## config.mk

```make
export PLATFORM = sky130hd
export DESIGN_NAME = shift_seq_ctrl
export DESIGN_NICKNAME = d
export VERILOG_FILES = /design/src/rtl/shift_reg_pkg.sv /design/src/rtl/shift_seq_ctrl_rr_arb2.sv /design/src/rtl/shift_seq_ctrl.sv
export SDC_FILE = /design/constraint.sdc
export NUM_CORES = 1
export LEC_CHECK = 0
export CORE_AREA = 2 2 39 41
export CTS_BUF_LIST = sky130_fd_sc_hd__clkbuf_4 sky130_fd_sc_hd__clkbuf_8
export CTS_CLUSTER_DIAMETER = 50
export DETAILED_ROUTE_END_ITERATION = 16
export DIE_AREA = 0 0 41 43
export GPL_TIMING_DRIVEN = 0
export PLACE_DENSITY = 0.87
export SLEW_MARGIN = 10
export SYNTH_ARGS = -nofsm -noshare
export SYNTH_HDL_FRONTEND = slang
export SYNTH_SLANG_ARGS = --single-unit
```

## constraint.sdc

```tcl
create_clock -name clk -period 3.85 [get_ports clk]
set_input_delay 0.77 -clock clk [delete_from_list [all_inputs] [get_ports clk]]
set_output_delay 0.77 -clock clk [all_outputs]
set_load 0.01 [all_outputs]
```

## src/rtl/shift_reg_pkg.sv

```systemverilog
// Shared types for the shift sequencer: FSM state encoding and requester index.
package shift_reg_pkg;

    typedef enum logic [1:0] {
        ST_IDLE  = 2'd0,
        ST_SHIFT = 2'd1,
        ST_DONE  = 2'd2
    } state_t;

    typedef logic req_idx_t;

    localparam req_idx_t REQ0 = 1'b0;
    localparam req_idx_t REQ1 = 1'b1;

endpackage

```

## src/rtl/shift_seq_ctrl_rr_arb2.sv

```systemverilog
// Two-way round-robin picker: a lone valid wins, a tie goes to the requester not served last.
module rr_arb2
    import shift_reg_pkg::*;
(
    input  logic     i_valid0,
    input  logic     i_valid1,
    input  req_idx_t i_last,
    output req_idx_t o_winner,
    output logic     o_gnt_vld
);

    always_comb begin
        o_winner  = REQ0;
        o_gnt_vld = i_valid0 | i_valid1;
        if (i_valid0 && i_valid1) begin
            o_winner = ~i_last;
        end else if (i_valid1) begin
            o_winner = REQ1;
        end
    end

endmodule

```

## src/rtl/shift_seq_ctrl.sv

```systemverilog
// Arbitrates two requesters and serializes the accepted word on sout, framed, with a done pulse.
module shift_seq_ctrl
    import shift_reg_pkg::*;
#(
    parameter int WIDTH = 4
) (
    input  logic             clk,
    input  logic             reset,
    input  logic             req0_valid,
    input  logic [WIDTH-1:0] req0_data,
    output logic             req0_ready,
    input  logic             req1_valid,
    input  logic [WIDTH-1:0] req1_data,
    output logic             req1_ready,
    input  logic             lsb_first,
    output logic             sout,
    output logic             frame,
    output logic             owner,
    output logic             done
);

    localparam int CNT_W = $clog2(WIDTH + 1);
    localparam logic [CNT_W-1:0] LAST_BIT = CNT_W'(WIDTH - 1);

    state_t           r_state;
    state_t           w_state_nxt;
    logic [WIDTH-1:0] r_shreg;
    logic [CNT_W-1:0] r_cnt;
    logic             r_lsb;
    req_idx_t         r_owner;
    req_idx_t         r_last;
    req_idx_t         w_winner;
    logic             w_gnt_vld;
    logic             w_accept;
    logic [WIDTH-1:0] w_load_data;

    rr_arb2 u_arb (
        .i_valid0  (req0_valid),
        .i_valid1  (req1_valid),
        .i_last    (r_last),
        .o_winner  (w_winner),
        .o_gnt_vld (w_gnt_vld)
    );

    // Ready is gated by reset too so both readies drop the instant reset rises.
    assign w_accept    = (r_state == ST_IDLE) && w_gnt_vld && !reset;
    assign w_load_data = (w_winner == REQ1) ? req1_data : req0_data;

    always_ff @(posedge clk or posedge reset) begin
        if (reset) begin
            r_state <= ST_IDLE;
        end else begin
            r_state <= w_state_nxt;
        end
    end

    always_comb begin
        w_state_nxt = r_state;
        case (r_state)
            ST_IDLE:  if (w_accept) w_state_nxt = ST_SHIFT;
            ST_SHIFT: if (r_cnt == LAST_BIT) w_state_nxt = ST_DONE;
            ST_DONE:  w_state_nxt = ST_IDLE;
            default:  w_state_nxt = ST_IDLE;
        endcase
    end

    // The counter stops at WIDTH-1, the cycle the last bit is on sout, so it never wraps.
    always_ff @(posedge clk or posedge reset) begin
        if (reset) begin
            r_shreg <= '0;
            r_cnt   <= '0;
            r_lsb   <= 1'b0;
            r_owner <= REQ0;
            r_last  <= REQ1;
        end else begin
            case (r_state)
                ST_IDLE: begin
                    if (w_accept) begin
                        r_shreg <= w_load_data;
                        r_lsb   <= lsb_first;
                        r_owner <= w_winner;
                        r_cnt   <= '0;
                    end
                end
                ST_SHIFT: begin
                    if (r_lsb) begin
                        r_shreg <= {1'b0, r_shreg[WIDTH-1:1]};
                    end else begin
                        r_shreg <= {r_shreg[WIDTH-2:0], 1'b0};
                    end
                    if (r_cnt != LAST_BIT) begin
                        r_cnt <= r_cnt + CNT_W'(1);
                    end
                end
                ST_DONE: begin
                    r_last <= r_owner;
                end
                default: begin
                    r_cnt <= '0;
                end
            endcase
        end
    end

    assign req0_ready = w_accept && (w_winner == REQ0);
    assign req1_ready = w_accept && (w_winner == REQ1);
    assign frame      = (r_state == ST_SHIFT);
    assign sout       = frame && (r_lsb ? r_shreg[0] : r_shreg[WIDTH-1]);
    assign done       = (r_state == ST_DONE);
    assign owner      = r_owner;

endmodule

```

==> impl_metrics.py <==
metrics = {
    "worst_setup_path": {
        "cp_cell_sequence": "clkdlybuf4s50_1 -> nor2_1 -> or4_1 -> buf_6 -> nor2_1 -> clkdlybuf4s50_1",
        "critPathKind": "input pin to output port",
        "critPathArrivalTime_ns": 2.62,
        "reg2reg_depth": 3,
        "crit_buf_inv": 3,
        "cp_data_required_time_ns": 3.08,
        "cp-start-kind": "input pin",
        "crit_path_max_incr_delay_ns": 0.55,
        "worstSetupPathDepth": 6,
        "critical_path.top_delay_family": "buffers and inverters",
        "path_max_fanout": 9,
        "crit_path_end_kind": "output port",
        "worst_path_max_delay_cell": "clkdlybuf4s50_1",
    },
    "floorplan": {
        "dieArea_um2": 1760,
        "num_rows": 14,
        "core-area_um2": 1380,
        "start_util": 0.476,
        "dieWidth_um": 41,
        "io_pins": 19,
        "fp.dieH_um": 43,
    },
    "power_and_ir_drop": {
        "power.leakage_uw": 0.000404,
        "power-per-cell-area_nw_per_um2": 726,
        "vdd_drop_max_mv": 0.443,
    },
    "cts": {
        "post-cts-setup-buffer-count": 0,
        "cts.sinks": 12,
        "cts_max_level": 1,
        "cts_hold_buf": 0,
        "cts_buffers": 3,
        "ctsResizeCount": 0,
        "clock_latency_ns": 0.27,
        "cts.path.max_buffers": 2,
        "cts-root-buf": "clkbuf_4",
        "clkTransAtPathRegs_ns": 0.08,
        "cts_tree": "done",
    },
    "yosys": {
        "ys_seq_elements": 12,
        "synth_edf_count": 0,
        "yosys.area.top_type": "dfrtp_1",
        "netlist_top_cells_count": "dfrtp_1, nor2_1, inv_1, mux2i_1",
        "avgSynthCellArea_um2": 9.68,
        "synth_top_area_share": 0.418,
        "synth_flop_cell": "dfrtp_1",
        "ys_seq_area_frac": 0.458,
        "synthCells": 68,
        "synthArstFlopShare": 1.00,
        "yosys_warnings": 0,
        "netlist_area_um2": 658,
        "yosysMostFrequentCell": "dfrtp_1",
        "synth_nets": 83,
        "yosys-top-cells-area": "dfrtp_1, mux2i_1, nor2_1",
        "synth_cell_types": 25,
    },
    "timing": {
        "setup-tns-final_ns": 0,
        "holdWs_ns": 0.525,
        "rsz0062_at_grt": "false",
        "finalSetupViolCount": 0,
        "finalCritPeriodShare": 0.879,
        "final_max_slew_viol_count": 0,
        "worstMarginPinSlew_ns": 0.452,
        "finalHoldViolCount": 0,
        "min_period_ns": 3.39,
        "slew_headroom": 0.698,
        "max_freq_ghz": 0.295,
        "clock_skew_ns": 0.00356,
    },
    "global_routing": {
        "grt.overflow.total": 0,
        "grt_pass1_wl_mm": 2.45,
        "use_met1": 0.295,
        "grt_pass1_vias": 569,
        "grt_max_degree": 13,
        "grt.total_usage": 0.209,
        "antenna_found_initial": 0,
        "grtUsageMet3": 0.0471,
        "use_met2": 0.300,
        "busiest_layer": "met2",
    },
    "place": {
        "portBuffers": 18,
        "hpwl_mm": 1.18,
        "gp_congestion": 0.841,
    },
    "route": {
        "routed_wl_mm": 1.58,
        "first_pass_iters": 4,
        "remaining_drc_errors": 0,
        "drtIter0Drc": 14,
        "wl_per_cell_um": 14.9,
        "ant_nets": 0,
        "via_per_inst": 5.72,
        "via_count": 606,
    },
    "layout": {
        "num_antenna_cells": 0,
        "fillers": 134,
        "final_nets": 106,
        "syn_to_final_growth_pct": 35.9,
        "drive_gt1_frac": 0.0889,
        "utilization": 0.646,
    },
    "min_path": {
        "hold_depth": 1,
        "hold_class": "register to register",
    },
    "job": {
        "drv_cap": 0,
    },
    "run_status": {
        "outcome": "completed",
    },
}
## layout by cell type (no fill, tap or decap), types with 2 or more instances in the layout
cell	count
nand2_1	3
o211ai_1	3
a31oi_1	4
clkdlybuf4s50_1	18
clkbuf_4	3
o31ai_1	2
dfrtp_1	11
inv_1	5
nor2_1	10
ha_1	2
mux2i_1	5
or4_1	2
a21oi_1	4
o21ai_0	3
buf_1	2
## routing by layer
metal,up-vias,share of wire
met3,4,0.049
met4,0,0.020
met2,20,0.46
met5,-,0
met1,296,0.47
li1,286,-
## worst paths after layout
kind	startpoint	to	slack, ns
max	req1_valid	req1_ready	0.46
min	owner$_DFFE_PP0P_	owner$_DFFE_PP0P_	0.53
max reg2reg	r_state[1]$_DFFE_PP0P_	r_lsb$_DFFE_PP0P_	2.28
min reg2reg	owner$_DFFE_PP0P_	owner$_DFFE_PP0P_	0.53
max in group asynchronous	reset	r_last$_DFFE_PP1P_	2.59
min in group asynchronous	reset	r_shreg[2]$_DFFE_PP0P_	0.91
## cells by family (layout without fill, tap and decap cells)
kind of cell	after synthesis	after routing	share of synthesized area
muxes	7	7	0.116
buffers and inverters	8	30	0.0570
adders and majority gates	2	2	0.0380
and+or+nand+nor	20	20	0.145
DFF	12	12	0.458
AOI/OAI and AO/OA	19	19	0.186
## per-stage QoR
step | instances | area (µm²) | setup slack, ns | total power [µW]
6_report | 106 | 895 | 0.464 | 649
5_1_grt | 106 | 895 | 0.365 | 701
3_3_place_gp | 102 | 858 | 0.491 | 533
2_1_floorplan | 68 | 658 | 1.47 | 441
4_1_cts | 106 | 895 | 0.464 | 649
3_5_place_dp | 102 | 858 | 0.470 | 547
## area by class of cell
cell class / count / area, µm² / area share
multi-input combinational: 48 / 319 / 0.357
clock buffer: 4 / 36.3 / 0.0406
inverter: 5 / 18.8 / 0.0210
tap: 16 / 20.0 / 0.0224
sequential: 12 / 302 / 0.337
timing repair buffer: 18 / 180 / 0.201
buffer: 3 / 18.8 / 0.0210
## sequential cells by signal, summed over array words and instances (netlist names)
name / flops
r_lsb: 1
r_cnt: 3
r_shreg: 4
owner: 1
r_state: 2
r_last: 1
## report_power, final
part	leakage (µW)	internal (µW)	switching, µW
registers	0.000146	187	43.9
logic	0.000236	157	159
clock network	0.0000210	57.5	45.0
No activity file was read; power rests on OpenSTA's default activity.
